$ cat src/rtl/fft4_pkg.sv
// Shared types for the 4-point FFT front end: complex lane, frame and
// bank/slot index types.
package fft4_pkg;

    localparam int DW  = 8;
    localparam int NPT = 4;

    typedef struct packed {
        logic signed [DW-1:0] re;
        logic signed [DW-1:0] im;
    } cplx_t;

    typedef cplx_t [NPT-1:0] frame_t;

    typedef logic       bank_t;
    typedef logic [1:0] slot_t;

    localparam slot_t LAST_SLOT = slot_t'(NPT - 1);

endpackage

$ cat src/rtl/fft4_frame_bank.sv
// One frame buffer bank: four complex slot registers plus a full flag.
// Writing slot 0 starts a new frame, so the other slots are zeroed.
module fft4_frame_bank
    import fft4_pkg::*;
(
    input  logic   clk,
    input  logic   rst_n,
    input  logic   wr_en,
    input  slot_t  wr_slot,
    input  cplx_t  wr_data,
    input  logic   set_full,
    input  logic   clr_full,
    output frame_t slots,
    output logic   full
);

    always_ff @(posedge clk or negedge rst_n) begin
        if (!rst_n) begin
            slots <= '0;
            full  <= 1'b0;
        end else begin
            if (wr_en) begin
                // Later assignment wins, so slot 0 keeps the sample.
                if (wr_slot == '0) begin
                    for (int k = 1; k < NPT; k++) begin
                        slots[k] <= '0;
                    end
                end
                slots[wr_slot] <= wr_data;
            end
            if (set_full) begin
                full <= 1'b1;
            end else if (clr_full) begin
                full <= 1'b0;
            end
        end
    end

endmodule

$ cat src/rtl/fft4_frame_loader.sv
// Packs a complex sample stream into 4-slot frames for the FFT core using a
// ping-pong pair of banks, sustaining one sample per clock.
module fft4_frame_loader
    import fft4_pkg::*;
(
    input  logic                 clk,
    input  logic                 rst_n,
    input  logic                 s_valid,
    output logic                 s_ready,
    input  logic signed [DW-1:0] s_real,
    input  logic signed [DW-1:0] s_imag,
    input  logic                 s_last,
    output logic                 f_valid,
    input  logic                 f_ready,
    output logic signed [DW-1:0] f_real_0,
    output logic signed [DW-1:0] f_real_1,
    output logic signed [DW-1:0] f_real_2,
    output logic signed [DW-1:0] f_real_3,
    output logic signed [DW-1:0] f_imag_0,
    output logic signed [DW-1:0] f_imag_1,
    output logic signed [DW-1:0] f_imag_2,
    output logic signed [DW-1:0] f_imag_3,
    output logic                 err_short
);

    bank_t  wr_bank;
    bank_t  rd_bank;
    slot_t  wr_idx;
    logic   [1:0] full;
    frame_t bank_slots [2];
    frame_t rd_frame;
    cplx_t  sample;
    logic   accept;
    logic   close;
    logic   consume;

    // Both handshake readies come straight from registered full flags, so
    // there is no combinational f_ready -> s_ready path.
    assign s_ready = !full[wr_bank];
    assign f_valid = full[rd_bank];
    assign accept  = s_valid && s_ready;
    assign close   = accept && ((wr_idx == LAST_SLOT) || s_last);
    assign consume = f_valid && f_ready;
    assign sample  = '{re: s_real, im: s_imag};

    for (genvar b = 0; b < 2; b++) begin : g_bank
        fft4_frame_bank u_bank (
            .clk      (clk),
            .rst_n    (rst_n),
            .wr_en    (accept && (wr_bank == bank_t'(b))),
            .wr_slot  (wr_idx),
            .wr_data  (sample),
            .set_full (close && (wr_bank == bank_t'(b))),
            .clr_full (consume && (rd_bank == bank_t'(b))),
            .slots    (bank_slots[b]),
            .full     (full[b])
        );
    end

    assign rd_frame = rd_bank ? bank_slots[1] : bank_slots[0];
    assign f_real_0 = rd_frame[0].re;
    assign f_real_1 = rd_frame[1].re;
    assign f_real_2 = rd_frame[2].re;
    assign f_real_3 = rd_frame[3].re;
    assign f_imag_0 = rd_frame[0].im;
    assign f_imag_1 = rd_frame[1].im;
    assign f_imag_2 = rd_frame[2].im;
    assign f_imag_3 = rd_frame[3].im;

    always_ff @(posedge clk or negedge rst_n) begin
        if (!rst_n) begin
            wr_bank   <= 1'b0;
            rd_bank   <= 1'b0;
            wr_idx    <= '0;
            err_short <= 1'b0;
        end else begin
            // A close before the last slot can only have come from s_last.
            err_short <= close && (wr_idx != LAST_SLOT);
            if (accept) begin
                if (close) begin
                    wr_idx  <= '0;
                    wr_bank <= ~wr_bank;
                end else begin
                    wr_idx <= wr_idx + 2'd1;
                end
            end
            if (consume) begin
                rd_bank <= ~rd_bank;
            end
        end
    end

endmodule

$ cat config.mk
export PLATFORM = sky130hd
export DESIGN_NAME = fft4_frame_loader
export DESIGN_NICKNAME = d
export VERILOG_FILES = /design/src/rtl/fft4_pkg.sv /design/src/rtl/fft4_frame_bank.sv /design/src/rtl/fft4_frame_loader.sv
export SDC_FILE = /design/constraint.sdc
export NUM_CORES = 1
export LEC_CHECK = 0
export ABC_AREA = 1
export CAP_MARGIN = 20
export CELL_PAD_IN_SITES_DETAIL_PLACEMENT = 1
export CELL_PAD_IN_SITES_GLOBAL_PLACEMENT = 1
export CORE_UTILIZATION = 25
export DETAILED_ROUTE_END_ITERATION = 8
export GPL_TIMING_DRIVEN = 0
export PLACE_DENSITY = 0.61
export SYNTH_ARGS = -nofsm -noshare
export SYNTH_HDL_FRONTEND = slang
export SYNTH_SLANG_ARGS = --single-unit
$ cat constraint.sdc
create_clock -name clk -period 1.7 [get_ports clk]
set_clock_uncertainty 0.05 [all_clocks]
set_input_delay 0.255 -clock clk [delete_from_list [all_inputs] [get_ports clk]]
set_output_delay 0.255 -clock clk [all_outputs]
set_load 0.02 [all_outputs]
Word level (Yosys, flattened, before mapping):

Index checks and enable logic that the tools add are counted.

* mux-type cells: 18
* $add $sub $neg: 1
* equal/unequal tests: 2
* reduce and logical (&&, ||, !) cells: 17
* $lt $le $gt $ge: 4
* bitwise gates (word level): 2

Operator list (count)
* $mux 48: 4
* $bwmux 64: 2
* $mux 64: 1
* $demux 16 s2: 1
* $mux 16: 1
* $logic_and 1x1->1: 11
* $mux 1: 8
* $lt 1x2->1 const B: 2
* $reduce_bool 2->1: 2
* $lt 2x3->1 const B: 1
* $add 2x1->2 const B: 1
* $eq 2x2->1 const B: 1
* $ge 2x1->1 const B: 1
* $logic_not 2->1: 1
* $mux 2: 1
* $ne 2x2->1 const B: 1
* $not 1->1: 2
* $reduce_and 2->1: 1
* $logic_not 1->1: 1
* $logic_or 1x1->1: 1

* logic and storage cells: 66
* register bits: 135
* output and inout port bits: 67
* input port bits: 21

Logic depth before layout (Yosys ltp):

* depth in word-level cells: 7
* gate-level depth with buffers: 9

Cells and area by module:

Synthesis repeated with hierarchy kept, for this count alone.

* cells, all modules: 962
* area, all modules: 6955.4 µm²

By module, submodules not included
* fft4_frame_bank: area each 2906.5 µm², cells an instance 355, instances 2
* fft4_frame_loader: area each 1142.3 µm², cells an instance 252, instances 1

Worst setup path after synthesis:

Ideal clock, no wire load.

* path kind: reg2out
* from: register rd_bank
* to: output port f_imag_0[0]
* path slack: 170 ps
* cell stages (with the launch flop): 4
* arrival: 1225 ps
* path buffers: 2
* path through: dfrtp_1 > clkbuf_1 > clkbuf_1 > o21ai_0

* longest elaborated chain between the ends: 1

Ends and longest elaborated chain
* start: declaration: line fft4_frame_loader.sv:27 `bank_t rd_bank;`
* start signal: assignment: line fft4_frame_loader.sv:88 `rd_bank <= ~rd_bank;`
* $mux 64: line fft4_frame_loader.sv:60 `assign rd_frame = rd_bank ? bank_slots[1] : bank_slots[0];`
* end: declaration: line fft4_frame_loader.sv:19 `output logic signed [DW-1:0] f_imag_0,`

No other way between the ends.

Worst setup path after layout:

* from: register rd_bank
* to: output port f_imag_1[5]

* longest elaborated chain between the ends: 1

Ends and longest elaborated chain
* $mux 64: line fft4_frame_loader.sv:60
* end: declaration: line fft4_frame_loader.sv:20 `output logic signed [DW-1:0] f_imag_1,`

No other way between the ends.

==> qor.csv <==
stage,metric,value,unit
worst_setup_path,cp.required,1.39,ns
placed_design,placed_cells,1222,
synthesis,ys_ff_latch,135,
synthesis,synth_cell_types,21,
detailed_routing,remaining_drc_errors,0,
cells_and_area,seq_area,0.00338,mm²
detailed_routing,avgRoutedWirePerCell,17.3,µm
sta,rsz0062_at_grt,true,
worst_hold_path,min_path_type,primary input to asynchronous set/reset pin,
power,switching_power,0.00839,W
clocking,clock_latency,0.42,ns
synthesis,synthTopCellsByArea,"dfrtp_1 (53%), nand2_1 (21%), o21ai_0 (5.5%), inv_1 (4.5%), o21ai_1 (3.5%)",
placed_design,hpwl,14.8,mm
die,ioPinCount,88,
sta,max_slew_margin,49.7,%
power,ir_drop,685,µV
cells_and_area,diodes,0,
power,pwr-share-clk,18.6,%
placed_design,port_buffers,87,
synthesis,syn-num-nets,829,
synthesis,yosysWarnings,0,
clocking,cts.path.max_buffers,2,
clocking,cts_max_level,4,
global_route,grt_max_degree,77,
clocking,cts_sinks,135,
cells_and_area,fillers,2998,
power,leakage,4.48,nW
cells_and_area,stdcell_count,1262,
worst_setup_path,worstPathMaxFanout,8,
sta,timing.final.crit_share,112,%
detailed_routing,viasPerCell,4.49,
run_status,violations,negative setup slack,
global_route,gr-total-overflow,0,
sta,final-hold-violation-count,0,
sta,fin_setup_tns,-9.83,ns
synthesis,yosysSeqAreaShare,53.0,%
clocking,clk_pin_slew,0.06,ns
power,seqPwrFrac,27.5,%
power,cellPowerDensity,2140,mW/mm²
die,core_area,0.0251,mm²
detailed_routing,num_vias,5671,
job,cap_violations,0,
sta,worst_slack,-0.204,ns
global_route,grt_pass1_wl,34.5,mm
clocking,tritoncts,built,
die,num_rows,58,
worst_setup_path,critPathMaxStageDelay,0.43,ns
detailed_routing,detail_route.iter0.violations,304,
cells_and_area,multi_input_comb_area,0.00289,mm²
worst_setup_path,start_kind,register,
synthesis,syn_area_per_cell,7.92,µm²
global_route,grt_usage,17.5,%
global_route,grt_pass1_vias,6074,
synthesis,syn_area,0.00637,mm²
cells_and_area,final_cell_mix,"nand2_1 (300), dfrtp_1 (132), inv_1 (72)",
run_status,status,"finished, violations left",
power,swShare,43.3,%
synthesis,synth.top_cell.area_share,53.0,%
die,initial_core_util,25.4,%
sta,setup_viol,65,
synthesis,yosys.area.top_type,dfrtp_1,
die,die_y,162,µm
detailed_routing,wl,21.9,mm
sta,worst_pin_slew,0.755,ns
sta,fin_crit,1.90,ns
power,p_int,0.0110,W
worst_setup_path,worstPathCellList,"clkbuf_16, clkinv_16, clkbuf_16, nand2_2, nand2_2, buf_6",
cells_and_area,nets,944,
die,die_area,0.0261,mm²
placed_design,gp_congestion,0.746,
sta,slew_violations,0,
cells_and_area,area_delta_synth_final,42.2,%
detailed_routing,first_pass_iters,5,
power,comb_power_share,53.9,%
die,die_x,162,µm
worst_setup_path,critPathKind,register to output pin,
synthesis,syn_inst,804,
detailed_routing,antenna_left,0,
cells_and_area,drive_gt1_share,28.3,%
worst_setup_path,r2r_cells,8,
clocking,cts_root_buf,clkbuf_16,
clocking,numCtsBuffers,17,
worst_setup_path,cp-end-kind,output pin,
cells_and_area,final_common_cell,nand2_1,
global_route,antenna_found_initial,0,
worst_setup_path,critPathSlowestCell,dfrtp_2,
worst_setup_path,cp.arrival,1.60,ns
sta,timing.fmax,525,MHz
critical path: cells and delay by family (launching register included):
family / cells / cell delay, ns
simple gates: 2 / 0.12
buf+inv: 4 / 0.61
flops: 1 / 0.43
logic make-up (layout without fill, tap and decap cells):
| family | Yosys count | after routing | synth area share, % |
|---|---|---|---|
| fa+ha+maj | 4 | 4 | 0.786 |
| simple gates | 406 | 407 | 26.1 |
| buf+inv | 126 | 253 | 8.55 |
| compound gates | 133 | 133 | 11.6 |
| flops | 135 | 135 | 53.0 |
power groups by stage:
stage | logic [W] | registers, W | clock network (W)
finish | 0.0104 | 0.00534 | 0.00361
global route | 0.0114 | 0.00549 | 0.00378
CTS | 0.00991 | 0.00529 | 0.00367
detailed placement | 0.00846 | 0.00528 | 0
global placement | 0.00836 | 0.00524 | 0
floorplan | 0.00491 | 0.00512 | 0
final timing paths:
path	end	startpoint	slack, ns
worst max-delay path	f_imag_1[5]	rd_bank	-0.20
worst min-delay path	g_bank[0].u_bank.slots[57]	rst_n	0.40
worst max register to register	g_bank[1].u_bank.slots[35]	wr_idx[0]	0.08
worst min register to register	g_bank[0].u_bank.slots[40]	g_bank[0].u_bank.slots[40]	0.42
max in group asynchronous	g_bank[1].u_bank.slots[18]	rst_n	0.42
min in group clk	g_bank[0].u_bank.slots[40]	g_bank[0].u_bank.slots[40]	0.42
metrics by stage:
stage	hold slack [ns]	instance area (µm²)	util (%)	total power, W	worst slack, ns
2_1_floorplan	-0.0906	6370	-	0.0100	0.170
3_3_place_gp	0.404	7650	30.5	0.0136	-5.70
3_5_place_dp	0.313	7680	30.6	0.0137	-0.985
4_1_cts	0.412	8740	34.8	0.0189	-0.208
5_1_grt	0.439	9060	36.1	0.0207	-0.239
6_report	0.398	9060	36.1	0.0194	-0.204
synth_stat cells, drive strengths merged:
master / instances
buf: 32
clkbuf: 15
dfrtp: 135
ha: 4
inv: 79
nand2: 358
nand3: 40
nand4: 2
nor2: 6
o21ai: 132
o31ai: 1
flip-flops by register name, summed over array words and instances (netlist names):
signal and count:
wr_idx 2, wr_bank 1, err_short 1, g_bank.u_bank.slots 128, rd_bank 1, g_bank.u_bank.full 2
routing by layer:
layer / global-route usage, % / vias to the layer above / routed length, µm / share of wire (%)
met1: 24.1 / 2827 / 10700 / 49
met5: 0 / - / 0 / 0
li1: - / 2738 / - / -
met2: 27.7 / 89 / 10300 / 47
met4: 5.32 / 0 / 264 / 1.2
met3: 3.42 / 17 / 635 / 2.9
cell type report:
cell class / count / share of cell area [%]
Timing Repair Buffer: 99 / 11.5
Multi-Input combinational cell: 544 / 31.9
Clock inverter: 7 / 0.746
Sequential cell: 135 / 37.3
Inverter: 79 / 3.56
Tap cell: 330 / 4.56
Clock buffer: 25 / 5.58
Buffer: 43 / 4.75
timing repair:
item | in CTS | in global routing
setup buffers | 3 | 2
pin swaps | 11 | 9
gates cloned | 3 | 3
hold buffers | 1 | 0
hold endpoints to repair | 75 | 0
endpoints found under the setup margin | 125 | 155
resized for setup | 534 | 83
(Power assumes the default switching activity.)
==> patch, RTL diff (same flow settings) <==
Change the package constant `DW` from 8 to 6.
--- a/src/rtl/fft4_pkg.sv
+++ b/src/rtl/fft4_pkg.sv
@@ -4,3 +4,3 @@
 
-    localparam int DW  = 8;
+    localparam int DW  = 6;
     localparam int NPT = 4;
Ports: changed (10 resized); port bits go from 88 to 68. No check against the original RTL was run, so the function may have changed too.
==> patch against the unedited design <==
The run still ends with setup timing left; routed wire length decreased by 23%; power is 26% lower; sequential share of layout area shrank 0.076 points; cell area down 24%; maximum frequency is 7.9% higher; synthesized area fell by 22%; worst setup slack improved by 0.14 ns; die area shrank 22%; global-route usage shrank 0.29 points; sequential cell count shrank 32.
==> patch: results (changes against the unedited design) <==
- Status: finished, violations left
- Failing checks: setup timing
- Area of the multi-input gates: 0.002241 mm2 (-23%)
- Worst R2R Setup Slack: 0.10 ns (+0.02 ns)
- Fraction of area in non-clock buffers: 17.77% (+1.5 points)
- First-pass DRT Iterations: 4 (-1)
- Signal inverters: 63 (-20%)
- WL/cell: 17.06 um (-1.5%)
- Die Area: 0.02037 mm2 (-22%)
- Setup Viol. Count Final: 40 (-38%)
- GP Congestion: 0.7702 (+3.2%)
- Largest net degree at the start of global routing: 62 (-19%)
- HP Class: reg -> reg
- Post-DP HPWL: 11,270 um (-24%)
- Clock Sinks: 103 (-24%)
- First-pass GRT wire length: 26,030 um (-25%)
- Fillers: 2,280 (-24%)
- Post-synth net total: 641 (-23%)
- Final setup margin: -0.06439 ns (+0.1393 ns)
- H-tree depth: 3 (-1)
- Dpl ws: -0.6642 ns (+0.3207 ns)
- Clock network area share: 4.208% (-2.1 points)
- Share of post-route cells with drive strength above 1: 30.64% (+2.3 points)
- Vias/cell: 4.505 (+0.24%)
- Placed instance count: 953 (-22%)
- Count of multi-input gates: 419 (-23%)
patch: cell count changes after synthesis, sizes merged, moves of 8 or more:
| cell | delta |
|---|---|
| buf | -9 |
| o21ai | -32 |
| nand3 | -8 |
| inv | -16 |
| nand2 | -84 |
| dfrtp | -32 |
patch: logic make-up (layout without fill, tap and decap cells):
logic type | Yosys count | after routing | share of synthesized area, %
buf+inv | 98 | 196 | 8.670
flops | 103 | 103 | 52.07
fa+ha+maj | 4 | 4 | 1.011
compound gates | 101 | 101 | 12.08
simple gates | 314 | 314 | 26.16
patch: final timing paths:
path,start,cells past startpoint,endpoint
max in group asynchronous,rst_n,3,g_bank[1].u_bank.full
hold / removal,g_bank[0].u_bank.slots[18],2,g_bank[0].u_bank.slots[18]
setup / recovery,rd_bank,6,f_imag_2[5]
min in group asynchronous,rst_n,2,g_bank[0].u_bank.slots[20]
setup reg to reg,wr_idx[0],5,g_bank[0].u_bank.slots[47]
hold reg to reg,g_bank[0].u_bank.slots[18],2,g_bank[0].u_bank.slots[18]
patch: worst max-delay path, delay by kind of cell, from the launching register on:
family        cells  cell delay [ns]
buf+inv           4             0.54
flops             1             0.43
simple gates      2             0.13
patch: report_power, final:
part | switching, mW | total (mW) | internal [mW]
logic | 4.70 | 8.15 | 3.46
registers | 0.622 | 4.12 | 3.49
clock network | 0.939 | 2.12 | 1.18
patch: timing repair:
action / CTS / global route
gates cloned: 3 / 2
setup endpoints to repair: 81 / 100
pin swaps: 4 / 7
resized for setup: 376 / 105
endpoints found under the hold margin: 60 / 0
buffers inserted: 0 / 11
hold buffers: 1 / 0
patch: per-layer routing:
metal  track usage, %  up-vias
met4            8.376        0
met2            27.68       88
met1            22.55     2188
met3            2.850       32
li1                 -     2120
met5                0        -
